$ cat src/rtl/mixed_burst_pkg.sv
// Shared defaults and width helper for the mixer burst packer.
package mixed_burst_pkg;

  localparam int DEF_DATA_WIDTH = 64;
  localparam int DEF_BURST_LEN  = 16;
  localparam int DEF_TIMEOUT    = 1024;
  localparam int DEF_CNT_WIDTH  = 32;

  // Bits needed to index 0..value-1; never returns less than 1.
  function automatic int clog2(input int value);
    int w;
    w = 1;
    while ((1 << w) < value) w = w + 1;
    return w;
  endfunction

endpackage

$ cat src/rtl/packer_idle_timer.sv
// Idle timer for the burst packer: counts held-word idle cycles, flags the flush point.
module packer_idle_timer
  import mixed_burst_pkg::*;
#(
  parameter int TIMEOUT = DEF_TIMEOUT
) (
  input  logic clk_sys,
  input  logic rst_b,
  input  logic arm,
  input  logic clear,
  output logic tmo
);

  localparam int TW = clog2(TIMEOUT + 1);
  localparam logic [TW-1:0] TERM = TW'(TIMEOUT == 0 ? 0 : TIMEOUT - 1);

  logic [TW-1:0] timer;

  // Saturates at the terminal count so tmo stays up until the flush actually moves.
  always_ff @(posedge clk_sys or negedge rst_b) begin
    if (!rst_b) begin
      timer <= '0;
    end else if (clear) begin
      timer <= '0;
    end else if (arm && (timer != TERM)) begin
      timer <= timer + 1'b1;
    end
  end

  assign tmo = (TIMEOUT != 0) && (timer == TERM);

endmodule

$ cat src/rtl/mixed_burst_packer.sv
// Groups the mixer word stream into BURST_LEN bursts tagged with oLAST; idle timeout closes short bursts.
module mixed_burst_packer
  import mixed_burst_pkg::*;
#(
  parameter int DATA_WIDTH = DEF_DATA_WIDTH,
  parameter int BURST_LEN  = DEF_BURST_LEN,
  parameter int TIMEOUT    = DEF_TIMEOUT,
  parameter int CNT_WIDTH  = DEF_CNT_WIDTH
) (
  input  logic                  CLK,
  input  logic                  RESET,
  input  logic [DATA_WIDTH-1:0] DIN,
  input  logic                  iVALID,
  output logic                  oREADY,
  output logic [DATA_WIDTH-1:0] DOUT,
  output logic                  oLAST,
  output logic                  oVALID,
  input  logic                  iREADY,
  output logic [CNT_WIDTH-1:0]  BURST_COUNT,
  output logic [CNT_WIDTH-1:0]  SHORT_COUNT
);

  localparam int IW = clog2(BURST_LEN);
  localparam logic [IW-1:0] IDX_END = IW'(BURST_LEN - 1);

  logic [DATA_WIDTH-1:0] h_data;
  logic                  hv;
  logic [IW-1:0]         idx;
  logic                  o_short;

  logic o_free;
  logic at_end;
  logic tmo;
  logic acc;
  logic mv;
  logic mv_last;

  assign o_free  = !oVALID || iREADY;
  assign at_end  = (idx == IDX_END);
  assign oREADY  = RESET && (!hv || o_free);
  assign acc     = iVALID && oREADY;
  assign mv      = hv && o_free && (acc || at_end || tmo);
  // A word arriving on the timeout cycle keeps the burst open.
  assign mv_last = at_end || (tmo && !acc);

  packer_idle_timer #(
    .TIMEOUT(TIMEOUT)
  ) u_idle_timer (
    .clk_sys(CLK),
    .rst_b  (RESET),
    .arm    (hv && !acc),
    .clear  (acc || mv),
    .tmo    (tmo)
  );

  // H only ever empties after a LAST or reset, so an empty H always starts a new burst.
  always_ff @(posedge CLK or negedge RESET) begin
    if (!RESET) begin
      h_data <= '0;
      hv     <= 1'b0;
      idx    <= '0;
    end else if (acc) begin
      h_data <= DIN;
      hv     <= 1'b1;
      idx    <= (!hv || at_end) ? '0 : idx + 1'b1;
    end else if (mv) begin
      hv     <= 1'b0;
    end
  end

  always_ff @(posedge CLK or negedge RESET) begin
    if (!RESET) begin
      oVALID  <= 1'b0;
      oLAST   <= 1'b0;
      DOUT    <= '0;
      o_short <= 1'b0;
    end else if (mv) begin
      oVALID  <= 1'b1;
      oLAST   <= mv_last;
      DOUT    <= h_data;
      o_short <= !at_end;
    end else if (iREADY) begin
      oVALID  <= 1'b0;
    end
  end

  always_ff @(posedge CLK or negedge RESET) begin
    if (!RESET) begin
      BURST_COUNT <= '0;
      SHORT_COUNT <= '0;
    end else if (oVALID && iREADY && oLAST) begin
      if (o_short) SHORT_COUNT <= SHORT_COUNT + 1'b1;
      else         BURST_COUNT <= BURST_COUNT + 1'b1;
    end
  end

endmodule

$ cat config.mk
export PLATFORM = sky130hd
export DESIGN_NAME = mixed_burst_packer
export DESIGN_NICKNAME = d
export VERILOG_FILES = /design/src/rtl/mixed_burst_pkg.sv /design/src/rtl/packer_idle_timer.sv /design/src/rtl/mixed_burst_packer.sv
export SDC_FILE = /design/constraint.sdc
export NUM_CORES = 1
export LEC_CHECK = 0
export CORE_MARGIN = 8
export CORE_UTILIZATION = 35
export CTS_CLUSTER_DIAMETER = 40
export CTS_CLUSTER_SIZE = 28
export DETAILED_ROUTE_END_ITERATION = 6
export SETUP_SLACK_MARGIN = 0.15
export SLEW_MARGIN = 25
export SYNTH_ARGS = -nofsm -noshare
export SYNTH_HDL_FRONTEND = slang
export SYNTH_HIERARCHICAL = 1
export SYNTH_SLANG_ARGS = --single-unit
export TNS_END_PERCENT = 10
$ cat constraint.sdc
create_clock -name CLK -period 2.54 [get_ports CLK]
set_clock_uncertainty 0.2 [all_clocks]
set_input_delay 0.254 -clock CLK [delete_from_list [all_inputs] [get_ports CLK]]
set_output_delay 0.254 -clock CLK [all_outputs]
set_load 0.05 [all_outputs]
**After elaboration in Yosys (flattened, before gate mapping)**

Index checks and enable logic that the tools add are counted.
W data, S select, Z words.

- Add/subtract/negate cells: 4
- Muxes and demuxes: 7
- Bitwise gates (word level): 1
- Equality and inequality tests: 3
- Reductions and logical operators: 25

Operators by type and width:

| cell | number |
|---|---|
| $add A32 B1 Y32 const B | 2 |
| $mux W11 | 2 |
| $add A11 B1 Y11 const B | 1 |
| $eq A11 B10 Y1 const B | 1 |
| $ne A11 B10 Y1 const B | 1 |
| $logic_and A1 B1 Y1 | 9 |
| $logic_or A1 B1 Y1 | 7 |
| $reduce_bool A2 Y1 | 3 |
| $add A4 B1 Y4 const B | 1 |
| $eq A4 B4 Y1 const B | 1 |
| $logic_not A1 Y1 | 4 |
| $mux W1 | 4 |
| $mux W4 | 1 |
| $reduce_and A2 Y1 | 2 |
| $not A1 Y1 | 1 |

- Input bits: 68
- Word-level logic and storage cells: 50
- Flip-flop bits (word level): 211

**Longest topological paths before layout**

Gate-level depths: netlist of run 1.

- Depth in word-level cells: 10
- Gate-level depth with buffers: 10
- Depth with buffers taken out: 8

**Modules after synthesis**

Netlist of run 1, hierarchy kept.

By module, submodules not included:

| module | cells an instance | area an instance (sq um) | sequential area each (sq um) | instances |
|---|---|---|---|---|
| mixed_burst_packer | 711 | 8076.5 | 5004.8 | 1 |
| packer_idle_timer | 61 | 624.3 | 275.3 | 1 |

**Worst setup path before layout of run 1**

No wires, ideal clock.

- Path kind: register to register
- Start: reg oVALID
- End: reg u_idle_timer.timer[8]
- Required time: 2.212 ns
- Path slack: -0.342 ns
- Data arrival time: 2.555 ns
- Setup time: 0.128 ns
- Cell stages (with the launch flop): 9
- Clock period less this slack: 2.882 ns
- Cells stage by stage: dfrtp_1 > nand3b_1 > nand3_1 > clkbuf_1 > and2_1 > clkbuf_1 > nand2_1 > nor4bb_1 > mux2_1

- Word-level cells in the longest chain between the ends: 10
- Elaborated cells between the ends (all ways): 15

Ends and longest elaborated chain:

| item | line | RTL |
|---|---|---|
| start: declaration | mixed_burst_packer.sv:17 | `output logic oVALID,` |
| start signal: assignment | mixed_burst_packer.sv:73 | `oVALID <= 1'b0;` |
| start signal: assignment | mixed_burst_packer.sv:78 | `oVALID <= 1'b1;` |
| start signal: assignment | mixed_burst_packer.sv:83 | `oVALID <= 1'b0;` |
| $logic_not A1 Y1 (*) | mixed_burst_packer.sv:38 | `assign o_free = !oVALID \|\| iREADY;` |
| $logic_or A1 B1 Y1 (*) | mixed_burst_packer.sv:38 |  |
| $logic_or A1 B1 Y1 | mixed_burst_packer.sv:40 | `assign oREADY = RESET && (!hv \|\| o_free);` |
| $logic_and A1 B1 Y1 | mixed_burst_packer.sv:40 |  |
| $logic_and A1 B1 Y1 | mixed_burst_packer.sv:41 | `assign acc = iVALID && oREADY;` |
| $logic_or A1 B1 Y1 (2 in series) | mixed_burst_packer.sv:42 | `assign mv = hv && o_free && (acc \|\| at_end \|\| tmo);` |
| $logic_and A1 B1 Y1 | mixed_burst_packer.sv:42 |  |
| $logic_or A1 B1 Y1 | mixed_burst_packer.sv:52 | `.clear (acc \|\| mv),` |
| $mux W11 or $reduce_bool A2 Y1 (tied branches) | n/a |  |
| end signal: assignment | packer_idle_timer.sv:26 | `timer <= timer + 1'b1;` |
| end: declaration | packer_idle_timer.sv:17 | `logic [TW-1:0] timer;` |

Mark *: on every way between the ends. The rest lies on a longest branch, timed or not.
A chain may end at the register's enable or synchronous reset.

**Worst setup path after layout of run 1**

- Start: reg oLAST
- End: out oLAST

RTL lines:

| item | line | RTL |
|---|---|---|
| start: declaration | mixed_burst_packer.sv:16 | `output logic oLAST,` |
| start signal: assignment | mixed_burst_packer.sv:79 | `oLAST <= mv_last;` |

No word-level cell between the ends.

==> results.yml, run 1 <==
outcome:
  status: "complete, no violations"
worst_setup_path:
  worstReg2RegStart: "u_idle_timer/timer[1]"
  arrival_ns: 1.86
  start_kind: "register"
  r2r-end: "DOUT[30]"
  worst-path-max-fanout: 6
  crit_slowest_cell: "clkdlybuf4s50_1"
  path_cells: "clkdlybuf4s50_1"
  critPathKind: "register to output port"
  cp.buffers_inverters: 1
  crit_path_end: "oLAST"
  path_depth: 1
  cp_data_required_time_ns: 2.09
  setup.worst_path.end_class: "output port"
  r2r.worst_path.cells: 7
  max_stage_delay_ns: 0.90
  critPathTopFamily: "buffers and inverters"
  setup.worst_path.start: "oLAST"
  worst-r2r-setup-slack_ns: 0.23
sta:
  period_share_pct: 91.20
  setup_ws_ns: 0.2235
  rsz0062_at_grt: "yes"
  whs_ns: 0.08715
  max_clock_freq_mhz: 431.7
  fin_crit_ns: 2.316
  setup_tns_ns: 0
  slew_headroom_pct: 56.16
  worst_pin_slew_ns: 0.6575
  drv_slew: 0
  setup_viol_count_final: 0
  hold_violations: 0
layout:
  areaGrowthSynthToFinish_pct: 43.67
  finalNonFillerCells: 1347
  drive_above_1_share_pct: 15.44
  nets: 1070
  diodes: 0
  fillers: 2211
synth:
  synth_area_um2: 8701
  syn_nets: 844
  avgSynthCellArea_um2: 11.27
  synthCells: 772
  yosysSeqAreaShare_pct: 60.68
  ys.flop_type: "dfrtp_1"
  synthTopCellsByArea: "dfrtp_1, nand2_1, mux2_2"
  yosysUniqueCellTypes: 46
  async_flop_share_pct: 100.0
  synth_top_area_share_pct: 60.68
  ys_seq_elements: 211
  yosysWarnings: 6
  synth_edf_count: 0
  synth_top_area_cell: "dfrtp_1"
min_path:
  min_path_cells: 3
  holdCritPathClass: "input port to register"
global_routing:
  grt_pass1_vias: 6759
  overflow: 0
  grt_max_degree: 186
  antenna_found_initial: 0
  grt_pass1_wl_um: 35690
  grtUsageTotal_pct: 14.29
drt:
  ant_nets: 0
  vias: 6362
  drt-total-wl_um: 21890
  wl_per_cell_um: 16.25
  drtIter0Drc: 296
  route.detailed.drc: 0
  dr.pass1.iters: 4
  viasPerCell: 4.723
clock_network:
  cts_tree: "done"
  htreeDepth: 2
  cts-root-buf: "clkbuf_16"
  cts_buffers: 35
  clock_latency_ns: 0.49
  clockBufferDepth: 3
  clk_pin_slew_ns: 0.05
  cts_sinks: 211
pwr:
  irDropWorstVdd_uv: 611.1
  powerDensity_nw_per_um2: 1082
  p_leak_nw: 5.709
  power_mw: 13.52
die:
  die_y_um: 173.7
  design.core.area_um2: 24390
  io_pins: 199
  die_x_um: 173.7
  die_area_um2: 30160
  fp-row-count: 57
  start_util_pct: 35.67
placement:
  pre_cts_ws_ns: 0.1321
  gp_congestion: 0.7595
  dp_cells: 1280
  portBuffers: 198
  dpl.hpwl_um: 14440
job:
  max-cap-violations: 0
==> stage by stage <==
| step | utilization [%] | instance area, µm² |
|---|---|---|
| floorplan | - | 8718 |
| global route | 51.25 | 12500 |
| finish | 51.25 | 12500 |
| global placement | 45.64 | 11130 |
| CTS | 50.96 | 12430 |
| detailed placement | 45.64 | 11130 |
==> where the power goes <==
part	switching [mW]	total (mW)	internal, mW	leakage (nW)
logic	2.55	4.01	1.46	2.37
clock network	1.56	4.96	3.40	0.612
registers	0.481	4.55	4.07	2.72
total	4.59	13.5	8.93	5.71
==> cells by family (layout without fill, tap and decap cells) <==
group,count (synthesis),count (layout),share of synthesized area [%]
AOI/OAI and AO/OA,22,22,1.697
buffers and inverters,32,283,1.596
xor gates and xnor gates,63,63,6.342
DFF,211,211,60.68
muxes,66,66,8.527
adders and majority gates,4,4,0.5752
and+or+nand+nor,374,374,20.58
==> cell usage after synthesis, drive strengths merged (3+ instances only) <==
cell type,instances
buf,15
o41ai,3
clkbuf,14
and4,6
nand2,228
dfrtp,211
nor2,20
nor4,12
nor3,13
and3,11
nand4,31
xnor2,47
ha,4
a21oi,5
xor2,16
inv,3
nand3,32
o21ai,7
and2,4
mux2,65
==> repair_timing <==
item | CTS | global route
buffers inserted | 1 | 0
hold buffers | 1 | 0
endpoints found under the setup margin | 64 | 61
cloned | 1 | 1
pin swaps | 1 | 0
endpoints found under the hold margin | 211 | 0
resized for setup | 1 | 5
==> worst min-delay path by stage <==
stage	from	to	slack, ns
after floorplan	RESET	BURST_COUNT[0]	-0.24
after global placement	RESET	hv	0.12
after detailed placement	RESET	hv	0.12
after CTS	DIN[55]	h_data[55]	0.07
after global routing	DIN[42]	h_data[42]	0.08
final	DIN[24]	h_data[24]	0.09
==> metal layers <==
metal | part of all wire (%) | global-route usage (%)
met1 | 45 | 17.89
met2 | 44 | 21.86
met3 | 9.7 | 6.513
met4 | 1.5 | 4.168
met5 | 0 | 0
==> registers in the layout (all words and copies together), names as in the netlist, 4 cells and up <==
signal and cells:
h_data 64, SHORT_COUNT 32, u_idle_timer/timer 11, idx 4, DOUT 64, BURST_COUNT 32
==> cell usage in the layout (no fill, tap or decap), types with 5 or more instances in the layout <==
cell	count
nand2_1	227
dfrtp_1	210
clkdlybuf4s50_1	196
mux2_2	64
xnor2_1	47
clkbuf_16	38
nand3_1	31
nand4_1	29
nor2_1	20
xor2_1	16
buf_4	13
and3_1	10
nor3_1	10
nor4_1	9
o21ai_0	6
and4_1	6
bufinv_16	6
clkbuf_1	5
clkbuf_8	5
a21oi_1	5
==> layout make-up <==
class,instances,area (µm²),area share [%]
Clock inverter,15,241.5,1.932
Tap cell,324,405.4,3.243
Sequential cell,211,5281,42.25
Multi-Input combinational cell,529,3291,26.32
Clock buffer,47,1013,8.107
Timing Repair Buffer,218,2257,18.06
Inverter,3,11.26,0.09008
Note: power is estimated with default switching activity, not from simulation.
==> run 2, diff against run 1 <==
==> constraint.sdc (replaced) <==
create_clock -name CLK -period 2.54 [get_ports CLK]
set_clock_uncertainty 0.2 [all_clocks]
set_input_delay 0.508 -clock CLK [delete_from_list [all_inputs] [get_ports CLK]]
set_output_delay 0.508 -clock CLK [all_outputs]
set_load 0.05 [all_outputs]
==> run 2 against run 1 <==
Compared with the run above:
- final cell count grew 1.3%
- sequential power is essentially flat
- flip-flop and latch count is the same
- critical endpoint is now BURST_COUNT[14]
- largest cell class unchanged
==> results.yml, run 2 (synthesis gave the netlist of run 1 again) <==
outcome:
  status: "complete, no violations"
sta:
  slew_headroom_pct: 40.30
  setup_viol_count_final: 0
  fin_crit_ns: 2.449
  max_clock_freq_mhz: 408.4
  setup_tns_ns: 0
  hold_violations: 0
  rsz0062_at_grt: "yes"
  drv_slew: 0
  worst_pin_slew_ns: 0.8955
  period_share_pct: 96.40
layout:
  finalNonFillerCells: 1365
  drive_above_1_share_pct: 16.81
  areaGrowthSynthToFinish_pct: 44.74
  top_regs: "DOUT (64), h_data (64)"
  nets: 1089
  diodes: 0
  mostFrequentLayoutCells: "nand2_1, dfrtp_1, clkdlybuf4s50_1"
  final_common_cell: "nand2_1"
worst_setup_path:
  worst-r2r-setup-slack_ns: 0.15
  setup.worst_path.end_class: "output port"
  r2r-end: "DOUT[35]"
  crit_slowest_cell: "clkdlybuf4s50_1"
  arrival_ns: 1.74
  r2r.worst_path.cells: 8
  critPathTopFamily: "buffers and inverters"
  cp.buffers_inverters: 1
  setup.worst_path.start: "BURST_COUNT[14]"
  start_kind: "register"
  path_cells: "clkdlybuf4s50_1"
  max_stage_delay_ns: 0.84
  cp_data_required_time_ns: 1.83
  worst-path-max-fanout: 5
  path_depth: 1
  worstReg2RegStart: "u_idle_timer/timer[0]"
  critPathKind: "register to output port"
clock_network:
  htreeDepth: 2
  cts-root-buf: "clkbuf_16"
  clockBufferDepth: 3
  clk_pin_slew_ns: 0.05
  clock_latency_ns: 0.48
  cts_tree: "done"
  cts_buffers: 34
  cts_sinks: 211
global_routing:
  grt_pass1_wl_um: 36310
  grt_max_degree: 72
  antenna_found_initial: 1
  grt_pass1_vias: 6788
  overflow: 0
  grtUsageTotal_pct: 14.51
placement:
  dp_cells: 1301
  portBuffers: 198
  gp_congestion: 0.7464
  dpl.hpwl_um: 15100
pwr:
  switching_share_pct: 35.02
  p_comb_share_pct: 30.3
  irDropWorstVdd_uv: 842.9
  p_sw_mw: 4.592
  powerDensity_nw_per_um2: 1041
  power_mw: 13.11
  seqPwrFrac_pct: 34.7
  internal_power_mw: 8.520
  clkPwrFrac_pct: 34.9
  p_leak_nw: 6.138
drt:
  vias: 6466
  route.met3.wl_um: 2372
  dr_wl_met2_um: 9503
  ant_nets: 0
  route.detailed.drc: 0
  dr.pass1.iters: 4
  highest_layer: "met5"
  drt-total-wl_um: 21760
  drtIter0Drc: 329
  met1_length_um: 9493
  viasPerCell: 4.737
  wl_per_cell_um: 15.94
min_path:
  holdCritPathClass: "input port to asynchronous set/reset pin"
die:
  start_util_pct: 35.67
  die_y_um: 173.7
  fp-row-count: 57
  die_area_um2: 30160
  die_x_um: 173.7
  io_pins: 199
  design.core.area_um2: 24390
job:
  max-cap-violations: 0
run 2: changes by cell type in the layout (fill, tap and decap cells not counted), sizes merged:
cell / delta
clkdlybuf4s50: -31
buf: +20
dlymetal6s2s: +20
dlygate4sd2: +11
clkbuf: -5
clkinvlp: +4
bufinv: -3
clkinv: +2
bufbuf: -1
dlygate4sd3: +1
dlymetal6s4s: +1
inv: -1
run 2: layer usage:
metal | global-route usage (%) | vias to the layer above
met5 | 0 | -
met4 | 4.133 | 2
met3 | 7.515 | 36
met2 | 21.76 | 204
met1 | 17.99 | 3110
li1 | - | 3114
run 2: timing repair:
action / in CTS / in global routing
endpoints found under the hold margin: 60 / 0
hold buffers: 3 / 0
endpoints found under the setup margin: 115 / 218
buffers inserted: 0 / 1
gates resized for setup: 11 / 23
run 2: worst max path at each step:
stage / to / slack (ns)
6_report: BURST_COUNT[14] / 0.09
5_1_grt: DOUT[35] / 0.03
4_1_cts: BURST_COUNT[6] / 0.03
3_5_place_dp: u_idle_timer/timer[8] / -0.05
3_3_place_gp: DOUT[4] / -0.02
2_1_floorplan: u_idle_timer/timer[2] / 0.16
run 2: power by group through the flow:
stage               logic (mW)  clock network (mW)  registers, mW
floorplan                0.810                   0           6.21
global placement          4.01                   0           4.58
detailed placement        4.03                   0           4.61
CTS                       4.03                4.71           4.56
global route              4.20                4.86           4.65
finish                    3.98                4.58           4.55
run 2: per-stage QoR:
stage	hold WS, ns	instance area (µm²)	worst slack (ns)	util [%]
floorplan	0.01241	8718	0.1592	-
global placement	0.1259	11350	-0.02300	46.55
detailed placement	0.1270	11350	-0.05038	46.55
CTS	0.2707	12530	0.02811	51.36
global route	0.2607	12590	0.03475	51.63
finish	0.1981	12590	0.09137	51.63
run 2: layout make-up:
class | count | area, µm²
fillers | 2201 | 11800
flip-flops and latches | 211 | 5283
multi-input cells | 529 | 3288
repair buffers | 238 | 2447
clock buffers | 43 | 968.4
well taps | 324 | 405.4
clock inverters | 17 | 190.2
inverters | 3 | 11.26
==> run 3, diff against run 2 <==
Settings changed: CORE_UTILIZATION 35 to 45, PLACE_DENSITY set to 0.76.
==> run 3 against run 2 <==
Compared with the run above:
- via count about the same
- worst setup slack improved by 0.091 ns
- core utilization increased by 12 points
- register-to-register slack better by 0.12 ns
- non-clock buffer count fell by 4
- highest routed layer is now met4
- largest cell class unchanged
==> results.yml, run 3 (synthesis gave the netlist of run 1 again) <==
outcome:
  status: "complete, no violations"
clock_network:
  htreeDepth: 1
  cts_tree: "done"
  clockBufferDepth: 3
  cts_buffers: 31
  clock_latency_ns: 0.55
  cts-root-buf: "clkbuf_16"
  clk_pin_slew_ns: 0.05
  cts_sinks: 211
layout:
  top_regs: "DOUT (64), h_data (64)"
  fillers: 1536
  nets: 1082
  areaGrowthSynthToFinish_pct: 39.98
  mostFrequentLayoutCells: "nand2_1, dfrtp_1, dlygate4sd2_1"
  final_common_cell: "nand2_1"
  drive_above_1_share_pct: 16.73
  diodes: 0
  utilization_pct: 63.41
die:
  design.core.area_um2: 19210
  die_area_um2: 24040
  start_util_pct: 45.30
  fp-row-count: 51
  io_pins: 199
  die_y_um: 155.1
  die_x_um: 155.1
pwr:
  p_leak_nw: 6.116
  powerDensity_nw_per_um2: 1012
  irDropWorstVdd_uv: 710.0
sta:
  fin_crit_ns: 2.358
  period_share_pct: 92.82
  setup_tns_ns: 0
  drv_slew: 0
  setup_viol_count_final: 0
  rsz0062_at_grt: "yes"
  max_clock_freq_mhz: 424.2
  worst_pin_slew_ns: 0.7647
  hold_violations: 0
  slew_headroom_pct: 49.02
placement:
  gp_congestion: 0.8240
  dpl.hpwl_um: 14270
  portBuffers: 198
global_routing:
  overflow: 0
  antenna_found_initial: 0
  busiest_layer: "met2"
  grt_pass1_wl_um: 34890
  global_route.usage.met2_pct: 27.51
  grtUsageMet3_pct: 8.017
  grtUsageTotal_pct: 17.55
  grt_max_degree: 143
  use_met1_pct: 21.75
  grt_pass1_vias: 6851
worst_setup_path:
  worst-path-max-fanout: 2
  cp.buffers_inverters: 3
  arrival_ns: 1.65
  max_stage_delay_ns: 0.43
  cp_data_required_time_ns: 1.83
  setup.worst_path.start: "iREADY"
  critPathTopFamily: "buffers and inverters"
  start_kind: "input port"
  critPathKind: "input port to output port"
  setup.worst_path.end_class: "output port"
  worstReg2RegStart: "u_idle_timer/timer[1]"
  crit_slowest_cell: "clkdlybuf4s50_1"
  path_cells: "clkdlybuf4s50_1 -> nand3b_1 -> buf_4 -> and2_1 -> buf_12"
job:
  max-cap-violations: 0
drt:
  ant_nets: 0
  dr.pass1.iters: 4
  vias: 6461
  wl_per_cell_um: 16.09
  viasPerCell: 4.974
  drt-total-wl_um: 20910
  drtIter0Drc: 333
  route.detailed.drc: 0
min_path:
  holdCritPathClass: "input port to asynchronous set/reset pin"
==> run 3: cell count changes in the layout (fill, tap and decap cells not counted), sizes merged <==
cell,previous run,this run
clkdlybuf4s15,0,1
bufinv,3,1
clkbuf,43,36
dlygate4sd2,11,129
dlymetal6s2s,20,0
inv,4,11
buf,39,35
clkdlybuf4s50,165,66
dlymetal6s4s,1,0
==> run 3: metal layers <==
metal	up-vias	wire length, µm
met2	220	9352
met4	0	320
li1	3116	-
met3	28	2478
met5	-	0
met1	3097	8753
==> run 3: cell type report <==
cell class / instances / area (µm²) / share of cell area [%]
clock inverters: 22 / 210.2 / 1.726
flip-flops and latches: 211 / 5283 / 43.37
well taps: 265 / 331.6 / 2.722
repair buffers: 234 / 2222 / 18.25
inverters: 3 / 11.26 / 0.09246
multi-input cells: 529 / 3301 / 27.10
clock buffers: 35 / 820.8 / 6.739
==> run 3: worst reg2reg max path, delay by kind of cell, from the launching register on <==
| family | cells | cell delay (ns) |
|---|---|---|
| compound gates | 2 | 0.45 |
| fa+ha+maj | 1 | 0.20 |
| buf+inv | 3 | 0.45 |
| flops | 1 | 0.43 |
| mux | 1 | 0.36 |
| simple gates | 1 | 0.07 |
==> run 3: repair_timing <==
item                                    4_1_cts  5_1_grt
pin swaps                                     0        0
hold buffers                                  3        0
endpoints found under the setup margin      131       73
buffers inserted                              0        6
hold endpoints to repair                     69        0
resized for setup                           131        3
==> run 3: stage by stage <==
| stage | instances | hold slack [ns] | area [µm²] | power [mW] | setup WS [ns] |
|---|---|---|---|---|---|
| 6_report | 1299 | 0.04197 | 12180 | 12.33 | 0.1825 |
| 5_1_grt | 1299 | 0.08733 | 12180 | 12.92 | 0.1346 |
| 4_1_cts | 1293 | 0.1028 | 12120 | 12.44 | 0.1593 |
| 3_5_place_dp | 1233 | 0.2585 | 11210 | 8.608 | -0.03544 |
| 3_3_place_gp | 1233 | 0.2535 | 11210 | 8.537 | -0.008683 |
| 2_1_floorplan | 772 | 0.01241 | 8718 | 7.024 | 0.1592 |
==> run 3: power by group <==
group	internal, mW	total, mW	switching [mW]
Sequential	4.07	4.52	0.450
Combinational	1.15	3.71	2.56
Clock	2.48	4.10	1.62
==> run 3: worst paths after layout <==
check	depth (start not counted)	slack, ns	to
hold / removal	3	0.04	idx[2]
max in group asynchronous	3	1.20	h_data[30]
hold reg to reg	1	0.27	SHORT_COUNT[31]
min in group CLK	1	0.27	SHORT_COUNT[31]
setup / recovery	5	0.18	oREADY
setup reg to reg	8	0.27	DOUT[21]
